### src/rtl/branch_predictor.sv
// Branch target buffer with per-entry saturating direction counters for IF-stage next-PC prediction.
// Lookup is combinational. Resolved branches train the table on the clock edge.
module branch_predictor #(
  parameter int ENTRIES = 16,
  parameter int ADDR_W  = 32,
  parameter int CNT_W   = 2,
  parameter int STAT_W  = 16
) (
  input  logic              clk_i,
  input  logic              rst_i,
  input  logic [ADDR_W-1:0] pc_i,
  output logic              pred_hit_o,
  output logic              pred_taken_o,
  output logic [ADDR_W-1:0] pred_target_o,
  input  logic              upd_valid_i,
  input  logic [ADDR_W-1:0] upd_pc_i,
  input  logic              upd_taken_i,
  input  logic [ADDR_W-1:0] upd_target_i,
  input  logic              upd_pred_taken_i,
  input  logic [ADDR_W-1:0] upd_pred_target_i,
  input  logic              clear_i,
  output logic [STAT_W-1:0] stat_branch_o,
  output logic [STAT_W-1:0] stat_mispred_o
);

  localparam int IW    = $clog2(ENTRIES);
  localparam int TAG_W = ADDR_W - IW - 2;
  localparam logic [CNT_W-1:0] WT      = CNT_W'(1) << (CNT_W - 1);
  localparam logic [CNT_W-1:0] WNT     = WT - CNT_W'(1);
  localparam logic [CNT_W-1:0] CNT_MAX = {CNT_W{1'b1}};
  localparam logic [STAT_W-1:0] STAT_MAX = {STAT_W{1'b1}};

  logic              valid_q  [ENTRIES];
  logic [TAG_W-1:0]  tag_q    [ENTRIES];
  logic [ADDR_W-1:0] target_q [ENTRIES];
  logic [CNT_W-1:0]  cnt_q    [ENTRIES];

  logic [IW-1:0]    lk_idx;
  logic [TAG_W-1:0] lk_tag;
  logic [IW-1:0]    up_idx;
  logic [TAG_W-1:0] up_tag;
  logic             up_hit;
  logic [CNT_W-1:0] cnt_nxt;
  logic             mispred;
  logic             unused_pc_lsbs;

  // Instructions are word aligned, so the byte offset never reaches the table.
  assign unused_pc_lsbs = ^{pc_i[1:0], upd_pc_i[1:0]};

  assign lk_idx = pc_i[IW+1:2];
  assign lk_tag = pc_i[ADDR_W-1:IW+2];
  assign up_idx = upd_pc_i[IW+1:2];
  assign up_tag = upd_pc_i[ADDR_W-1:IW+2];

  assign pred_hit_o    = valid_q[lk_idx] && (tag_q[lk_idx] == lk_tag);
  assign pred_taken_o  = pred_hit_o && cnt_q[lk_idx][CNT_W-1];
  assign pred_target_o = pred_taken_o ? target_q[lk_idx] : pc_i + ADDR_W'(4);

  assign up_hit = valid_q[up_idx] && (tag_q[up_idx] == up_tag);

  always_comb begin
    cnt_nxt = cnt_q[up_idx];
    if (upd_taken_i) begin
      if (cnt_q[up_idx] != CNT_MAX) cnt_nxt = cnt_q[up_idx] + CNT_W'(1);
    end else begin
      if (cnt_q[up_idx] != '0) cnt_nxt = cnt_q[up_idx] - CNT_W'(1);
    end
  end

  assign mispred = (upd_taken_i != upd_pred_taken_i) ||
                   (upd_taken_i && upd_pred_taken_i && (upd_target_i != upd_pred_target_i));

  always_ff @(posedge clk_i or negedge rst_i) begin
    if (!rst_i) begin
      for (int i = 0; i < ENTRIES; i++) begin
        valid_q[i]  <= 1'b0;
        tag_q[i]    <= '0;
        target_q[i] <= '0;
        cnt_q[i]    <= WNT;
      end
    end else if (clear_i) begin
      // Clear wins over a same-cycle training write; tags and targets are left stale.
      for (int i = 0; i < ENTRIES; i++) begin
        valid_q[i] <= 1'b0;
        cnt_q[i]   <= WNT;
      end
    end else if (upd_valid_i) begin
      if (up_hit) begin
        cnt_q[up_idx] <= cnt_nxt;
        if (upd_taken_i) target_q[up_idx] <= upd_target_i;
      end else if (upd_taken_i) begin
        valid_q[up_idx]  <= 1'b1;
        tag_q[up_idx]    <= up_tag;
        target_q[up_idx] <= upd_target_i;
        cnt_q[up_idx]    <= WT;
      end
    end
  end

  always_ff @(posedge clk_i or negedge rst_i) begin
    if (!rst_i) begin
      stat_branch_o  <= '0;
      stat_mispred_o <= '0;
    end else if (upd_valid_i) begin
      if (stat_branch_o != STAT_MAX) stat_branch_o <= stat_branch_o + STAT_W'(1);
      if (mispred && (stat_mispred_o != STAT_MAX)) stat_mispred_o <= stat_mispred_o + STAT_W'(1);
    end
  end

endmodule

### config.mk
export PLATFORM = sky130hd
export DESIGN_NAME = branch_predictor
export DESIGN_NICKNAME = d
export VERILOG_FILES = /design/src/rtl/branch_predictor.sv
export SDC_FILE = /design/constraint.sdc
export NUM_CORES = 2
export LEC_CHECK = 0
export ABC_AREA = 1
export CORE_AREA = 2 2 330 332
export DETAILED_ROUTE_END_ITERATION = 16
export DIE_AREA = 0 0 332 334
export PLACE_DENSITY = 0.74
export SLEW_MARGIN = 20
export SYNTH_ARGS = -nofsm -noshare
export SYNTH_HDL_FRONTEND = slang
export SYNTH_SLANG_ARGS = --single-unit
### constraint.sdc
create_clock -name clk_i -period 8.4 [get_ports clk_i]
set_clock_uncertainty 0.2 [all_clocks]
set_input_delay 0.84 -clock clk_i [delete_from_list [all_inputs] [get_ports clk_i]]
set_output_delay 0.84 -clock clk_i [all_outputs]
set_load 0.05 [all_outputs]
==> out/results.ini <==
[drt]
drt_iter0_markers = 5904
wl_per_cell_microns = 20.50
drt-pass1-iter-count = 8
vias = 50630
drc = 0
via_per_inst = 5.848
totalWireLength_microns = 177500
antenna_left = 0

[timing]
max_freq_mhz = 149.7
fin_crit_sh_pct = 79.54
final-max-slew-violation-count = 0
maxSlewHeadroom_pct = 11.96
tightestPinTransition_ps = 1321
setup_viol = 0
finalWorstPathRequiredPeriod_ps = 6681
rsz0062_at_grt = no
setup_ws_ps = 1719
whs_ps = -30.17
fin_tns_setup_ps = 0
hold_viol = 2

[worst_setup_path]
critPathTopFamily = buffers and inverters
cp_common_cell = nand2_1
path_cells = clkdlybuf4s50_1 -> nand2_1 -> inv_2 -> buf_4 -> nand2_1 -> nand2_1 -> inv_1 -> nand3_1 -> nand2_1 -> nor2_1 -> nand2_1 -> nor2_1 -> nand2_1 -> nor2_4 -> nand2_1 -> buf_4 -> nand2_1 -> nand2_1 -> inv_1 -> clkdlybuf4s50_1
critPathLaunchType = primary input
critPathSlowestCell = clkdlybuf4s50_1
arrival_ps = 5640
critical_path_buf_inv_count = 7
slowest_delay_ps = 790
worst-path-max-fanout = 30
worstSetupPathType = in -> out
critPathCaptureType = primary output
cp.required_ps = 7360

[power]
vdd_ir_drop_max_v = 0.0001729
power.leakage_nw = 27.66
p_total_mw = 13.21
power_density_nw_per_um2 = 222.5

[yosys]
yosysMostFrequentCell = nand2_1
synth_common_cells = nand2_1 (2291), o21ai_0 (1625), dfrtp_1 (992)
ys_seq_area_share_pct = 47.28
ys_async_sr_fraction_pct = 100.0
synth_area_sq_um = 53390
synthAdderAreaFrac_pct = 0.09373
synth-xor-area-share_pct = 1.329
synth-main-ff-cell = dfrtp_1
ys_types = 45
synth_compound_area_share_pct = 20.81
synthMuxAreaShare_pct = 0.02109
yosysWarnings = 0
synth_top_family_by_area = simple AND/OR/NAND/NOR gates
postSynthAreaPerCell_sq_um = 7.314
syn_nets = 7438
synth_area_leaders = dfrtp_1 (46%), nand2_1 (16%), o21ai_0 (15%)
yosysTopAreaCell = dfrtp_1
syn_inst = 7300
yosysTopAreaCellShare_pct = 46.49
synth_seq_cells = 1008
synth-edff-count = 0
yosys.area_share.simple_pct = 23.08

[outcome]
status = finished, violations left
violations = hold timing

[final_layout]
drive_gt1_share_pct = 5.151
fin_nets = 7291
fin_util_pct = 55.09
area_growth_syn_to_layout_pct = 11.22

[grt]
antenna_found_initial = 8
gr-total-overflow = 0
grt_max_degree = 188
grt_pass1_wl_microns = 274600
groute.usage.overall_pct = 31.57
grt_pass1_vias = 46970

[die]
start_util_pct = 49.53
std_cell_rows = 121
die_y_microns = 334
die-area_sq_um = 110900
die_w_microns = 332
pin_count = 200
core_sq_um = 107800

[clock_tree]
clkSinkCount = 1008
numCtsBuffers = 107
insertion_delay_ps = 730
root_buffer = clkbuf_16
clk_pin_slew_ps = 60
cts_setup_buffers = 0
clockBufferDepth = 3
cts_resized = 0
cts_tree = done
cts_hold_buffers = 0
cts_max_level = 3

[run]
drv_cap = 0

[place]
routabilityCongestion = 0.9294
pre_cts_ws_ps = 1859
io_buffers = 197
dp_hpwl_microns = 104900

[min_path]
hp-class = in -> async

-- routing by layer --
layer | share of wire [%] | vias up | track usage (%)
met5 | 0.034 | - | 0
met4 | 5.9 | 8 | 17.81
met3 | 9.1 | 517 | 5.932
met2 | 45 | 2513 | 50.35
met1 | 40 | 23990 | 40.52
li1 | - | 23610 | -
-- layout by cell type (no fill, tap or decap), drive strengths merged, types with 7 or more instances in the layout --
cell type / instances
o22ai: 86
clkbuf: 151
nor2: 524
nor3: 26
nand2: 2303
a31oi: 7
nor4: 9
dfstp: 16
clkdlybuf4s50: 170
clkinv: 24
o211ai: 49
xor2: 47
nand4: 20
buf: 117
nand3: 238
dfrtp: 992
a32o: 9
a221oi: 20
inv: 425
a21oi: 225
o211a: 12
o221ai: 27
clkinvlp: 7
bufinv: 13
o21ai: 1665
xnor2: 34
-- worst register-to-register path: stages (launching register included) --
cell and delay (ps):
dfrtp_1 390, nand2_1 70, nand2_1 80, nand2_1 60
nand2_1 60, nand2_1 50, nand2_1 90, nor2_1 420
nand2_1 130, nand2_1 100, nor2_1 50, nand2_1 190
nor2_4 70, nand2_4 400, buf_4 330, nor2_8 110
nor2_4 600, inv_1 150, nand2_1 100, nand2_1 50
-- area by class of cell --
type	count	area, sq um
Antenna cell	3	7.507
Sequential cell	1008	25240
Fill cell	10060	48410
Inverter	422	1599
Timing Repair Buffer	288	2766
Clock inverter	47	651.9
Tap cell	1414	1769
Clock buffer	150	3070
Multi-Input combinational cell	5326	24270
-- path summary, 6_finish.rpt --
check | startpoint | end | slack, ps | cells past startpoint
min in group clk_i | cnt_q[26] | cnt_q[26] | 270 | 2
worst min register to register | cnt_q[26] | cnt_q[26] | 270 | 2
max in group asynchronous | rst_i | target_q[223] | 5990 | 3
worst max register to register | tag_q[209] | valid_q[12] | 4600 | 19
worst max-delay path | pc_i[5] | pred_target_o[0] | 1720 | 20
worst min-delay path | rst_i | tag_q[214] | -30 | 1
-- cells by family after synthesis --
logic type / count (synthesis)
AOI/OAI and AO/OA: 2108
xor gates and xnor gates: 81
adders and majority gates: 4
buffers and inverters: 966
DFF: 1008
muxes: 1
and+or+nand+nor: 3132
-- registers in the layout, indices dropped and copies added (netlist names) --
signal	cells
stat_mispred_o	16
stat_branch_o	16
target_q	512
cnt_q	32
tag_q	416
valid_q	16
-- stage by stage --
stage | instance area, sq um | instances
5_1_grt | 59380 | 8656
2_1_floorplan | 53390 | 7300
3_5_place_dp | 55650 | 8458
4_1_cts | 59370 | 8655
6_report | 59380 | 8658
3_3_place_gp | 55650 | 8458
-- report_power, final --
part	internal, mW	switching [mW]	leakage, nW
registers	5.51	0.395	13.3
clock network	2.95	2.07	1.82
logic	0.766	1.52	12.5
total	9.23	3.98	27.7
No activity file was read; power rests on OpenSTA's default activity.
